**src/rtl/binary_to_ohc_7.sv**
```systemverilog
// binary_to_ohc_7: converts 3-bit mod-7 residues to 7-bit one-hot codes.
// The converted words are buffered in a 2-entry FIFO so that back-pressure
// from the adder path never drops a residue. Illegal inputs (value 7) become
// an all-zero code with an error flag, and a saturating counter counts them.
module binary_to_ohc_7 #(
    parameter int ERR_CNT_W = 8
) (
    input  logic                 clk,
    input  logic                 rst_n,
    input  logic                 in_valid,
    output logic                 in_ready,
    input  logic [2:0]           in_bin,
    output logic                 out_valid,
    input  logic                 out_ready,
    output logic [6:0]           out_ohc,
    output logic                 out_err,
    input  logic                 err_clr,
    output logic [ERR_CNT_W-1:0] err_count
);

    // Stored word layout: {ohc[6:0], err}
    logic [7:0] head;
    logic [7:0] tail;
    logic [1:0] count;
    logic       push;
    logic       pop;
    logic [7:0] in_word;
    logic       in_illegal;

    // Residue to {one-hot, error} word; value 7 has no one-hot image.
    function automatic logic [7:0] convert(input logic [2:0] bin);
        logic [6:0] ohc;
        if (bin == 3'd7) begin
            ohc = 7'd0;
        end else begin
            ohc = 7'(32'd1 << bin);
        end
        return {ohc, (bin == 3'd7)};
    endfunction

    // Saturating increment: holds at the all-ones value instead of wrapping.
    function automatic logic [ERR_CNT_W-1:0] sat_inc(input logic [ERR_CNT_W-1:0] val);
        if (val == {ERR_CNT_W{1'b1}}) begin
            return val;
        end
        return val + 1'b1;
    endfunction

    // Handshake decode; in_ready depends on occupancy only, never on in_valid.
    always_comb begin
        in_ready   = rst_n && (count < 2'd2);
        out_valid  = (count != 2'd0);
        push       = in_valid && in_ready;
        pop        = out_valid && out_ready;
        in_word    = convert(in_bin);
        in_illegal = (in_bin == 3'd7);
        out_ohc    = out_valid ? head[7:1] : 7'd0;
        out_err    = out_valid ? head[0]   : 1'b0;
    end

    // Two-slot queue: head is the word on the output, tail the one behind it.
    // Push together with pop can only happen at count 1, so the new word
    // goes straight to the head.
    always_ff @(posedge clk or negedge rst_n) begin
        if (!rst_n) begin
            count <= 2'd0;
            head  <= 8'd0;
            tail  <= 8'd0;
        end else begin
            case ({push, pop})
                2'b10: begin
                    if (count == 2'd0) begin
                        head <= in_word;
                    end else begin
                        tail <= in_word;
                    end
                    count <= count + 2'd1;
                end
                2'b01: begin
                    head  <= tail;
                    tail  <= 8'd0;
                    count <= count - 2'd1;
                end
                2'b11: begin
                    head <= in_word;
                end
                default: begin
                end
            endcase
        end
    end

    // Illegal-input counter; a clear coinciding with an illegal push leaves 1.
    always_ff @(posedge clk or negedge rst_n) begin
        if (!rst_n) begin
            err_count <= '0;
        end else if (err_clr) begin
            err_count <= (push && in_illegal) ? ERR_CNT_W'(1) : '0;
        end else if (push && in_illegal) begin
            err_count <= sat_inc(err_count);
        end
    end

endmodule

```
**config.mk**
```make
export PLATFORM = sky130hd
export DESIGN_NAME = binary_to_ohc_7
export DESIGN_NICKNAME = d
export VERILOG_FILES = /design/src/rtl/binary_to_ohc_7.sv
export SDC_FILE = /design/constraint.sdc
export NUM_CORES = 1
export LEC_CHECK = 0
export CAP_MARGIN = 20
export CORE_MARGIN = 8
export CORE_UTILIZATION = 35
export DETAILED_ROUTE_END_ITERATION = 10
export GPL_ROUTABILITY_DRIVEN = 0
export GPL_TIMING_DRIVEN = 0
export PLACE_DENSITY = 0.69
export SLEW_MARGIN = 20
export SYNTH_ARGS = -nofsm -noshare
export SYNTH_HDL_FRONTEND = slang
export SYNTH_SLANG_ARGS = --single-unit
```
**constraint.sdc**
```tcl
create_clock -name clk -period 2.4 [get_ports clk]
set_input_delay 0.48 -clock clk [delete_from_list [all_inputs] [get_ports clk]]
set_output_delay 0.48 -clock clk [all_outputs]
set_load 0.02 [all_outputs]
```
Word-level counts from Yosys, hierarchy flattened --
Index checks and enable logic that the tools add are counted.
Word-level totals: register bits after elaboration 26, input port bits 8, output and inout port bits 18, word-level logic and storage cells 44
Cells by class: equality and inequality tests 8, mux-type cells 15, shifts and indexed selects 1, order comparisons 1, add/sub/neg operators 3, reductions and logical operators 12
Operators with widths (number):
- $mux 8 | 5
- $pmux 8 s3 | 1
- $pmux 8 s2 | 1
- $mux 7 | 2
- $add 8x1->8 const B | 1
- $eq 8x8->1 const B | 1
- $shl 1x3->7 const A | 1
- $reduce_and 2->1 | 3
- $reduce_bool 2->1 | 3
- $mux 1 | 5
- $eq 2x2->1 const B | 2
- $logic_and 1x1->1 | 4
- $ne 2x2->1 const B | 2
- $pmux 2 s2 | 1
- $eq 3x3->1 const B | 1
- $ne 3x3->1 const B | 1
- $reduce_bool 3->1 | 1
- $add 2x1->2 const B | 1
- $eq 2x1->1 const B | 1
- $logic_not 2->1 | 1
- $lt 2x2->1 const B | 1
- $sub 2x1->2 const B | 1

Logic depth before layout (Yosys ltp) --
Gate-level depths: netlist of run 1.
word-level depth 9, gate-level depth with buffers 10, gate-level depth less buffers 9

Least setup slack after synthesis of run 1 --
OpenSTA, ideal clock, no wires.
path type reg-to-reg, start point reg count[1], end point reg head[1], arrival 1.902 ns, clock period less this slack 1.966 ns, path buffers 1, stages on the path, launching flop included 10, data required time 2.336 ns, setup slack 0.434 ns, library setup time 0.064 ns, cell sequence dfrtp_1 -> nor2_4 -> inv_2 -> nand2_2 -> inv_2 -> ha_1 -> clkbuf_1 -> or4_2 -> nand2_1 -> mux2_2
On the way: elaborated cells between the ends (all ways) 13, those cells by class 1 x order compare; 4 x eq/ne; 1 x mux; 7 x reduce/logical
RTL lines:
- start: declaration | line 24 | logic [1:0] count;
- start signal: assignment | line 77 | count <= count + 2'd1;
- start signal: assignment | line 82 | count <= count - 2'd1;
- $reduce_bool 2->1 (*) | line 52 | out_valid = (count != 2'd0);
- net out_valid | line 13 | output logic out_valid,
- $logic_and 1x1->1 (*) | line 54 | pop = out_valid && out_ready;
- $eq 2x2->1 or $eq 2x1->1 (tied branches) | line 70 | case ({push, pop})
- $ne 2x2->1 (no source line) or $reduce_bool 3->1 (tied branches)
- $reduce_and 2->1 (no source line)
- end signal: assignment | line 73 | head <= in_word;
- end signal: assignment | line 80 | head <= tail;
- end signal: assignment | line 85 | head <= in_word;
- end: declaration | line 22 | logic [7:0] head;
Mark *: on every way through the listed nets, which the timed path passes. The rest lies on a longest branch. A chain may end at the register's enable or synchronous reset.

Worst setup path after layout of run 1 --
start point reg count[1], end point out out_ohc[3]
On the way: cells in the longest elaborated chain, start to end 2
RTL lines:
- $reduce_bool 2->1 | line 52
- $mux 7 | line 57 | out_ohc = out_valid ? head[7:1] : 7'd0;
- end: declaration | line 15 | output logic [6:0] out_ohc,
Every way passes these cells.

==> summary.txt, run 1 <==
Clocking
  – Clock tree sinks: 26
  – Clock Pin Slew Worst Setup and Hold Paths: 0.09 ns
  – Cts bufs inserted: 3
  – Worst-Skew Late Latency: 0.27 ns
  – Root Driver: clkbuf_8
  – Post-CTS Setup Repair Bufs: 0
  – Longest Clk Path Bufs: 2
  – H-tree Lvls: 1
  – CTS tree: built

Global routing
  – Grt ovf: 0
  – Global-route wire length before repair: 5.58 mm
  – Initial antenna violation count: 0
  – Pin count of the biggest net entering global routing: 30
  – All-Layer GR Usage: 0.107
  – Vias in the first global route: 1205

Drt
  – Routed Antenna Nets: 0
  – Total via count in the routed design: 1121
  – DRC viols: 0
  – Initial drt markers: 48
  – WL per Instance: 15.0 µm
  – DRT Pass-1 Iters: 4
  – Routed Wire Length: 3.20 mm
  – Via density: 5.24

STA
  – RSZ-0062 raised after global routing: false
  – Final Cycle Share: 0.944
  – Fmax: 441 MHz
  – Slew headroom: 0.699
  – # setup viols final: 0
  – Fin crit period: 2.27 ns
  – Final Hold Viols: 0
  – Clock Skews: 0.00475 ns
  – Least-Margin Pin Slew: 0.451 ns
  – Slew Viols, Final: 0
  – Final hold slack: 0.122 ns

Worst setup path
  – Crit end category: primary output
  – Worst path top cell family by delay: buffers and inverters
  – Critical path endpoint: out_ohc[3]
  – Crit. path cell count: 4
  – Slowest stage delay, CP: 0.53 ns
  – WP buf/inv: 2
  – Critical Path RT: 1.92 ns
  – Kind of critical path: reg -> out
  – Worst Path Max Fanout: 8
  – Worst reg2reg setup slack: 0.23 ns
  – Reg2reg start: count[0]
  – Slowest stage cell, crit path: clkdlybuf4s50_1
  – Critical Path Source Type: flop
  – Cells on worst reg2reg path: 9
  – Worst r2r dst: tail[5]
  – Worst path arrival time: 1.79 ns
  – Worst Setup SP: count[1]
  – Cell chain of the critical path: nor2_4 > inv_2 > and2_2 > clkdlybuf4s50_1

Synth
  – Commonest cells in the netlist: dfrtp_1 (26), nand2_1 (14), nor2_1 (9)
  – Synthesized cell area: 1400 µm²
  – Number of synthesized flops with an enable pin: 0
  – FFs w/ async S/R, synth: 1.00
  – Ys Warns: 0
  – Netlist cell types: 40
  – #FFs+latches synth: 26
  – Count leader, synth: dfrtp_1
  – Syn_area_per_cell: 10.3 µm²
  – Synth area leader: dfrtp_1
  – Synth top area share: 0.463
  – Top cells by area, synth: dfrtp_1 (46%), mux2_2 (6.4%), mux2i_1 (4.3%), nand2_1 (3.7%), and2_2 (2.7%)
  – Syn nets: 147
  – Syn Inst Count: 136
  – Ys flop type: dfrtp_1
  – Sequential element share of the synthesized area: 0.463

Finish
  – Final core occ: 0.450
  – Register area: 651 µm²
  – Nets: 176
  – Fill count: 364
  – Finished Layout Cells: 214
  – Layout cells sized above 1: 0.177
  – Footprint of the multi-input gates: 711 µm²
  – Final Cell Area: 1780 µm²
  – Diode count: 0
  – Synthesis-to-finish area growth: 26.5%

Run
  – # Max-Cap Violations: 0

Power and ir drop
  – Power Density: 892 nW/µm²
  – Total power: 1580 µW
  – Clk pwr share: 0.230
  – Cell-internal power: 1040 µW
  – Net Sw Power: 538 µW
  – Share of power burned in registers: 0.379
  – Net Sw Frac: 0.340
  – Max IR drop VDD: 531 µV
  – Combinational power share: 0.392
  – Leakage: 0.000756 µW

Hold path
  – HP Class: in -> async

Die
  – Die width: 79.3 µm
  – Core footprint: 3940 µm²
  – Die Span Y: 79.3 µm
  – Die area: 6290 µm²
  – Std cell rows: 23
  – Io pins: 26
  – Initial Utilization: 0.356

Place
  – Detail Placement HPWL: 2.43 mm
  – PortBufs: 24
  – DP Area: 1700 µm²
  – Placed cell count: 210

Outcome
  – Status: finished, final reports clean
-- worst reg2reg max path: cells and delay by family (launching register included) --
family / cells / cell delay [ns]
adders and majority gates: 1 / 0.14
buffers and inverters: 4 / 0.89
DFF: 1 / 0.46
and+or+nand+nor: 3 / 0.29
muxes: 1 / 0.28
-- kinds of logic after synthesis --
kind of cell / Yosys count / share of synthesized area
AO/OA/AOI/OAI: 24 / 0.133
XOR/XNOR: 4 / 0.0250
adder cells (fa/ha/maj): 3 / 0.0267
buffers and inverters: 11 / 0.0303
flip-flops: 26 / 0.463
multiplexers: 14 / 0.107
AND/OR/NAND/NOR: 54 / 0.215
-- flip-flops by register name (all words and copies together), names as in the netlist --
name       count
head           8
tail           8
err_count      8
count          2
-- what timing repair did --
item                       CTS  global route
resized for setup            1             0
setup endpoints to repair    1             0
hold buffers                 0             0
-- worst min path at each step --
| stage | from | end | slack, ns | cells past startpoint |
|---|---|---|---|---|
| after floorplan | rst_n | count[0] | 0.18 | 0 |
| after global placement | tail[6] | tail[6] | 0.46 | 2 |
| after detailed placement | tail[0] | tail[0] | 0.48 | 2 |
| after CTS | rst_n | err_count[3] | 0.13 | 1 |
| after global routing | rst_n | head[6] | 0.15 | 1 |
| final | rst_n | err_count[3] | 0.12 | 1 |
-- layout by cell type, fill, tap and decap left out, drive strengths merged, types with 2 or more instances in the layout --
cell type       n
dfrtp          26
clkdlybuf4s50  23
nand2          15
nor2           10
mux2            8
mux2i           6
inv             6
clkbuf          6
and2            5
nand3           5
o31ai           5
o21ai           5
a21oi           5
nor3            4
nand2b          3
ha              3
xnor2           2
xor2            2
nand4           2
nor4            2
nor2b           2
buf             2
or4             2
a31oi           2
-- routing by layer --
| metal | vias up | part of all wire | track usage |
|---|---|---|---|
| li1 | 536 | - | - |
| met1 | 559 | 0.43 | 0.122 |
| met2 | 24 | 0.52 | 0.200 |
| met3 | 2 | 0.048 | 0.0327 |
| met4 | 0 | 0.0019 | 0.00556 |
| met5 | - | 0 | 0 |
-- layout make-up --
class / count / area share
buffer: 4 / 0.00916
timing repair buffer: 24 / 0.134
clock inverter: 1 / 0.0169
inverter: 7 / 0.0148
tap: 50 / 0.0352
sequential: 26 / 0.366
multi-input combinational: 99 / 0.400
clock buffer: 3 / 0.0233
-- stage by stage --
step                setup TNS, ns  setup WS [ns]
finish                          0          0.134
global route                    0         0.0332
CTS                             0          0.107
detailed placement          -1.71         -0.138
global placement           -21.32          -1.03
floorplan                       0          0.434
-- power groups by stage --
stage	sequential, µW	combinational, µW	clock [µW]
after floorplan	592	419	0
after global placement	600	614	0
after detailed placement	608	630	0
after CTS	600	632	377
after global routing	613	682	396
final	599	620	364
No activity file was read; power rests on OpenSTA's default activity.
==> inputs of run 2 (changes only) <==
ABC_AREA = 0   (was not set)
GPL_TIMING_DRIVEN = not set   (was 0)
==> summary.txt, run 2 (synthesized netlist as in run 1, its figures left out) <==
Die
  – Initial Utilization: 0.356 (unchanged)
  – Die area: 6290 µm² (unchanged)
  – Std cell rows: 23 (unchanged)
  – Core footprint: 3940 µm² (unchanged)
  – Io pins: 26 (unchanged)
  – Die width: 79.3 µm (unchanged)
  – Die Span Y: 79.3 µm (unchanged)

Finish
  – Diode count: 0 (unchanged)
  – Synthesis-to-finish area growth: 28.3%
  – Layout cells sized above 1: 0.198 (+0.0208)
  – Final Cell Area: 1800 µm² (+1.4%)
  – Nets: 179 (+1.7%)
  – Most frequent cells in the layout: dfrtp_1 (26), clkdlybuf4s50_1 (25), nand2_1 (14)
  – Commonest non-fill, non-tap cell in the layout: dfrtp_1
  – Biggest regs: err_count: 8 flops, head: 8 flops, tail: 8 flops

Power and ir drop
  – Leakage: 0.000774 µW (+2.4%)
  – Max IR drop VDD: 365 µV (-31%)
  – Cell-internal power: 986 µW (-5.7%)
  – Share of power burned in registers: 0.394 (+0.015)
  – Net Sw Power: 534 µW (-0.81%)
  – Power Density: 844 nW/µm² (-5.3%)
  – Net Sw Frac: 0.351 (+0.0113)
  – Combinational power share: 0.421 (+0.029)
  – Clk pwr share: 0.186 (-0.044)

Clocking
  – Hold Buf Count CTS: 0 (unchanged)
  – CTS tree: built
  – Clock Pin Slew Worst Setup and Hold Paths: 0.08 ns (about the same)
  – Root Driver: clkbuf_8
  – Worst-Skew Late Latency: 0.27 ns (about the same)
  – Cts bufs inserted: 3 (unchanged)
  – H-tree Lvls: 1 (unchanged)
  – CTS resizes: 0 (-1)
  – Clock tree sinks: 26 (unchanged)
  – Longest Clk Path Bufs: 2 (unchanged)
  – Post-CTS Setup Repair Bufs: 0 (unchanged)

Global routing
  – Initial antenna violation count: 0 (unchanged)
  – Pin count of the biggest net entering global routing: 19 (-37%)
  – Global-route wire length before repair: 5.57 mm (-0.25%)
  – Vias in the first global route: 1220 (+1.2%)
  – Grt ovf: 0 (unchanged)
  – All-Layer GR Usage: 0.110 (+0.00249)

Worst setup path
  – Slowest stage cell, crit path: clkdlybuf4s50_1
  – Worst path top cell family by delay: buffers and inverters
  – Worst r2r dst: head[1]
  – Slowest stage delay, CP: 0.60 ns (+0.07 ns)
  – Reg2reg start: count[1]
  – Cells on worst reg2reg path: 8 (-1)
  – WP buf/inv: 2 (unchanged)
  – Most frequent CP cell: clkdlybuf4s50_1
  – Critical Path Source Type: input pin
  – Critical Path RT: 1.92 ns (about the same)
  – Worst Path Max Fanout: 4 (-4)
  – Worst Setup SP: rst_n
  – Worst reg2reg setup slack: 0.41 ns (+0.18 ns)
  – Cell chain of the critical path: clkdlybuf4s50_1 > and2b_2 > clkdlybuf4s50_1
  – Crit end category: primary output
  – Worst path arrival time: 1.85 ns (+0.06 ns)
  – Kind of critical path: in -> out

STA
  – Slew Viols, Final: 0 (unchanged)
  – Final Hold Viols: 0 (unchanged)
  – RSZ-0062 raised after global routing: false
  – Fin crit period: 2.33 ns (+0.0654 ns)
  – Final setup TNS: 0 ns (unchanged)
  – Fmax: 429 MHz (-2.8%)
  – Final Cycle Share: 0.971 (+0.0273)
  – # setup viols final: 0 (unchanged)
  – Least-Margin Pin Slew: 0.398 ns (-0.0530 ns)
  – Clock Skews: 0.00531 ns (+0.000560 ns)
  – Slew headroom: 0.735 (+0.0353)

Drt
  – Routed Antenna Nets: 0 (unchanged)
  – DRC viols: 0 (unchanged)
  – Total via count in the routed design: 1131 (+0.89%)
  – WL per Instance: 15.1 µm (+0.83%)
  – Routed Wire Length: 3.28 mm (+2.2%)
  – Initial drt markers: 39 (-19%)
  – DRT Pass-1 Iters: 4 (unchanged)
  – Via density: 5.21 (-0.50%)

Outcome
  – Status: finished, final reports clean

Hold path
  – Hold path start: tail[0]
  – Hold worst-path end: tail[0]
  – Hold path cells: 2
  – HP Class: reg -> reg

Run
  – # Max-Cap Violations: 0 (unchanged)

Place
  – DP Area: 1750 µm² (+2.6%)
  – Detail Placement HPWL: 2.58 mm (+6.0%)
  – PortBufs: 25 (+4.2%)
## run 2: cell types whose count changed in the layout (fill, tap and decap cells not counted), sizes merged
cell	previous run	this run
bufinv	1	0
clkbuf	6	4
clkdlybuf4s50	23	25
buf	2	6
## run 2: metal layers
layer,share of wire,GRT usage,wire length (µm)
met5,0,0,0
met4,0.022,0.0519,71
met3,0.049,0.0237,159
met2,0.49,0.190,1610
met1,0.44,0.126,1430
## run 2: cell type report
| type | instances | area, µm² |
|---|---|---|
| sequential | 26 | 651 |
| multi-input combinational | 99 | 711 |
| tap | 50 | 62.6 |
| fill | 371 | 2140 |
| clock buffer | 4 | 55.1 |
| inverter | 7 | 26.3 |
| timing repair buffer | 31 | 295 |
## run 2: power groups by stage
stage / Combinational (µW) / Sequential [µW] / Clock [µW]
floorplan: 419 / 592 / 0
global route: 699 / 611 / 308
global placement: 633 / 602 / 0
detailed placement: 648 / 606 / 0
CTS: 651 / 598 / 293
finish: 639 / 598 / 282
## run 2: per-stage QoR
stage,cells,setup slack [ns],hold WS [ns],total power (µW),util
floorplan,136,0.434,0.184,1010,-
CTS,217,0.0509,0.487,1540,0.457
global placement,213,0.0495,0.458,1230,0.443
finish,217,0.0688,0.484,1520,0.457
global route,217,0.0286,0.525,1620,0.457
detailed placement,213,0.0548,0.466,1250,0.443
## run 2: tightest hold or removal path, stage by stage (launching register included)
cell and delay [ns]:
dfrtp_1 0.35, nand2_1 0.05, o31ai_1 0.05
## run 2: how the worst max path moves through the flow
stage | endpoint | slack (ns) | depth (start not counted)
4_1_cts | in_ready | 0.05 | 3
2_1_floorplan | head[1] | 0.43 | 9
5_1_grt | in_ready | 0.03 | 3
6_report | in_ready | 0.07 | 3
3_5_place_dp | in_ready | 0.05 | 3
3_3_place_gp | in_ready | 0.05 | 3
==> inputs of run 3 (changes only) <==
ABC_AREA = 1   (was 0)
CAP_MARGIN = 40   (was 20)
REMOVE_ABC_BUFFERS = 1   (was not set)
==> summary.txt, run 3 <==
Synth
  – FFs w/ async S/R, synth: 1.00 (unchanged)
  – Commonest cells in the netlist: nand2_1 (55), nor2_1 (29), dfrtp_1 (26), inv_1 (26), nand3_1 (10)
  – Simple-gate share of the synthesized area: 0.295 (+0.0800)
  – Ys Warns: 0 (unchanged)
  – #FFs+latches synth: 26 (unchanged)
  – Synthesized cell area: 1490 µm² (+6.4%)
  – Sequential element share of the synthesized area: 0.436 (-0.0279)
  – Ys flop type: dfrtp_1
  – Netlist cell types: 25 (-38%)
  – Synth Area in Adders: 0.0251 (-0.00161)
  – Count leader, synth: nand2_1
  – Syn Inst Count: 196 (+44%)
  – Synth top area share: 0.436 (-0.0279)
  – Top cells by area, synth: dfrtp_1 (44%), nand2_1 (14%), nor2_1 (7.3%), inv_1 (6.5%), nand3_1 (3.4%)
  – Number of synthesized flops with an enable pin: 0 (unchanged)
  – Largest family of logic cells by synthesized area: simple AND/OR/NAND/NOR gates
  – Synth area leader: dfrtp_1
  – Synth Area in Compound Gates: 0.132 (-0.000470)
  – Syn_area_per_cell: 7.62 µm² (-26%)
  – Post-synthesis xor/xnor area fraction: 0.0176 (-0.00737)
  – Proportion of synthesized area in mux cells: 0 (-0.107)

Finish
  – Footprint of the multi-input gates: 702 µm² (-1.2%)
  – Layout cells sized above 1: 0.106 (-0.0919)
  – Biggest regs: err_count: 8 flops, head: 8 flops, tail: 8 flops
  – Diode count: 0 (unchanged)
  – Nets: 239 (+34%)
  – Synthesis-to-finish area growth: 25.8%
  – Commonest non-fill, non-tap cell in the layout: nand2_1
  – Finished Layout Cells: 277 (+28%)
  – Register area: 651 µm² (unchanged)
  – Most frequent cells in the layout: nand2_1 (55), nor2_1 (29), inv_1 (26), dfrtp_1 (26), clkdlybuf4s50_1 (25)
  – Fill count: 394 (+6.2%)

Clocking
  – Root Driver: clkbuf_8
  – Post-CTS Setup Repair Bufs: 0 (unchanged)
  – CTS tree: built
  – Clock tree sinks: 26 (unchanged)
  – Hold Buf Count CTS: 0 (unchanged)
  – Worst-Skew Late Latency: 0.27 ns (about the same)
  – Cts bufs inserted: 3 (unchanged)
  – Clock Pin Slew Worst Setup and Hold Paths: 0.10 ns (+0.02 ns)
  – CTS resizes: 0 (unchanged)
  – H-tree Lvls: 1 (unchanged)
  – Longest Clk Path Bufs: 2 (unchanged)

STA
  – Fmax: 441 MHz (+2.8%)
  – Slew Viols, Final: 0 (unchanged)
  – Slew headroom: 0.705 (-0.0300)
  – Final Hold Viols: 0 (unchanged)
  – RSZ-0062 raised after global routing: false
  – Final WS setup: 0.132 ns (+0.0636 ns)
  – Clock Skews: 0.00730 ns (+0.00199 ns)
  – Final setup TNS: 0 ns (unchanged)
  – Fin crit period: 2.27 ns (-0.0636 ns)
  – Least-Margin Pin Slew: 0.442 ns (+0.0434 ns)
  – # setup viols final: 0 (unchanged)
  – Final Cycle Share: 0.945 (-0.0265)

Drt
  – Via density: 4.49 (-14%)
  – Routed Antenna Nets: 0 (unchanged)
  – Routed Wire Length: 3.14 mm (-4.1%)
  – DRC viols: 0 (unchanged)
  – Initial drt markers: 97 (+150%)
  – DRT Pass-1 Iters: 4 (unchanged)
  – Total via count in the routed design: 1243 (+9.9%)
  – WL per Instance: 11.3 µm (-25%)

Power and ir drop
  – Combinational power share: 0.428 (+0.007)
  – Leakage: 0.000900 µW (+16%)
  – Share of power burned in registers: 0.363 (-0.031)
  – Max IR drop VDD: 560 µV (+54%)
  – Net Sw Power: 652 µW (+22%)
  – Power Density: 930 nW/µm² (+10%)
  – Total power: 1750 µW (+15%)
  – Cell-internal power: 1100 µW (+11%)
  – Net Sw Frac: 0.373 (+0.0221)
  – Clk pwr share: 0.209 (+0.023)

Die
  – Io pins: 26 (unchanged)
  – Initial Utilization: 0.368 (+0.0121)
  – Die area: 6610 µm² (+5.1%)
  – Std cell rows: 23 (unchanged)
  – Die Span Y: 81.3 µm (+2.5%)
  – Core footprint: 4060 µm² (+2.9%)
  – Die width: 81.3 µm (+2.5%)

Global routing
  – Grt ovf: 0 (unchanged)
  – Pin count of the biggest net entering global routing: 17 (-2)
  – Initial antenna violation count: 0 (unchanged)
  – Vias in the first global route: 1274 (+4.4%)
  – Global-route wire length before repair: 5.66 mm (+1.7%)
  – All-Layer GR Usage: 0.106 (-0.00443)

Hold path
  – HP Class: reg -> reg
  – Hold path start: head[1]

Worst setup path
  – Critical Path RT: 1.92 ns (about the same)
  – Critical Path Source Type: flop
  – Worst path arrival time: 1.79 ns (-0.06 ns)
  – Crit end category: primary output
  – Cell chain of the critical path: inv_2 > nand2_4 > inv_1 > nor2_1 > clkdlybuf4s50_1
  – Kind of critical path: reg -> out
  – Worst Setup SP: count[0]
  – Slowest stage cell, crit path: clkdlybuf4s50_1
  – Slowest stage delay, CP: 0.61 ns (about the same)
  – Worst Path Max Fanout: 8 (+4)
  – Reg2reg start: count[0]

Place
  – Placement Setup Slack: 0.0550 ns (+0.000216 ns)
  – PortBufs: 25 (unchanged)
  – Detail Placement HPWL: 2.43 mm (-5.8%)
  – Placed cell count: 273 (+28%)

Run
  – # Max-Cap Violations: 0 (unchanged)

Outcome
  – Status: finished, final reports clean
## run 3: cell types whose count changed after synthesis, moves of 6 or more
| cell | delta |
|---|---|
| nor2_1 | +20 |
| mux2i_1 | -6 |
| inv_1 | +22 |
| nand2_1 | +41 |
| mux2_2 | -8 |
## run 3: metal layers
layer,GRT usage,vias to the layer above,part of all wire
met3,0.0132,4,0.036
met4,0.0429,0,0.015
li1,-,672,-
met1,0.138,545,0.48
met5,0,-,0
met2,0.172,22,0.46
## run 3: critical path: cells and delay by family (launching register included)
family                 cells  cell delay, ns
buffers and inverters      3            0.84
flip-flops                 1            0.42
AND/OR/NAND/NOR            2            0.24
## run 3: layout make-up
type                       instances  share of cell area
clock buffer                       3              0.0220
clock inverter                     1              0.0160
inverter                          28              0.0559
multi-input combinational        139               0.374
sequential                        26               0.346
tap                               50              0.0333
timing repair buffer              30               0.153
## run 3: kinds of logic after synthesis
group           count (synthesis)
compound gates                 31
xor+xnor                        3
fa+ha+maj                       3
buf+inv                        31
flops                          26
simple gates                  102
## run 3: power groups by stage
stage	combinational, µW	sequential (µW)	clock (µW)
2_1_floorplan	509	632	0
3_3_place_gp	738	641	0
3_5_place_dp	755	643	0
4_1_cts	759	633	376
5_1_grt	844	652	395
6_report	747	634	366
## run 3: stage by stage
step,cell area (µm²),util,hold slack [ns]
after floorplan,1460,-,0.184
after global placement,1810,0.446,0.497
after detailed placement,1810,0.446,0.506
after CTS,1880,0.463,0.528
after global routing,1880,0.463,0.545
final,1880,0.463,0.522
## run 3: final timing paths
path	endpoint	slack [ns]	depth (start not counted)
worst max-delay path	out_ohc[2]	0.13	5
worst min-delay path	head[1]	0.52	2
worst max register to register	tail[3]	0.58	9
worst min register to register	head[1]	0.52	2
max in group asynchronous	err_count[7]	1.57	3
min in group asynchronous	tail[5]	0.61	2
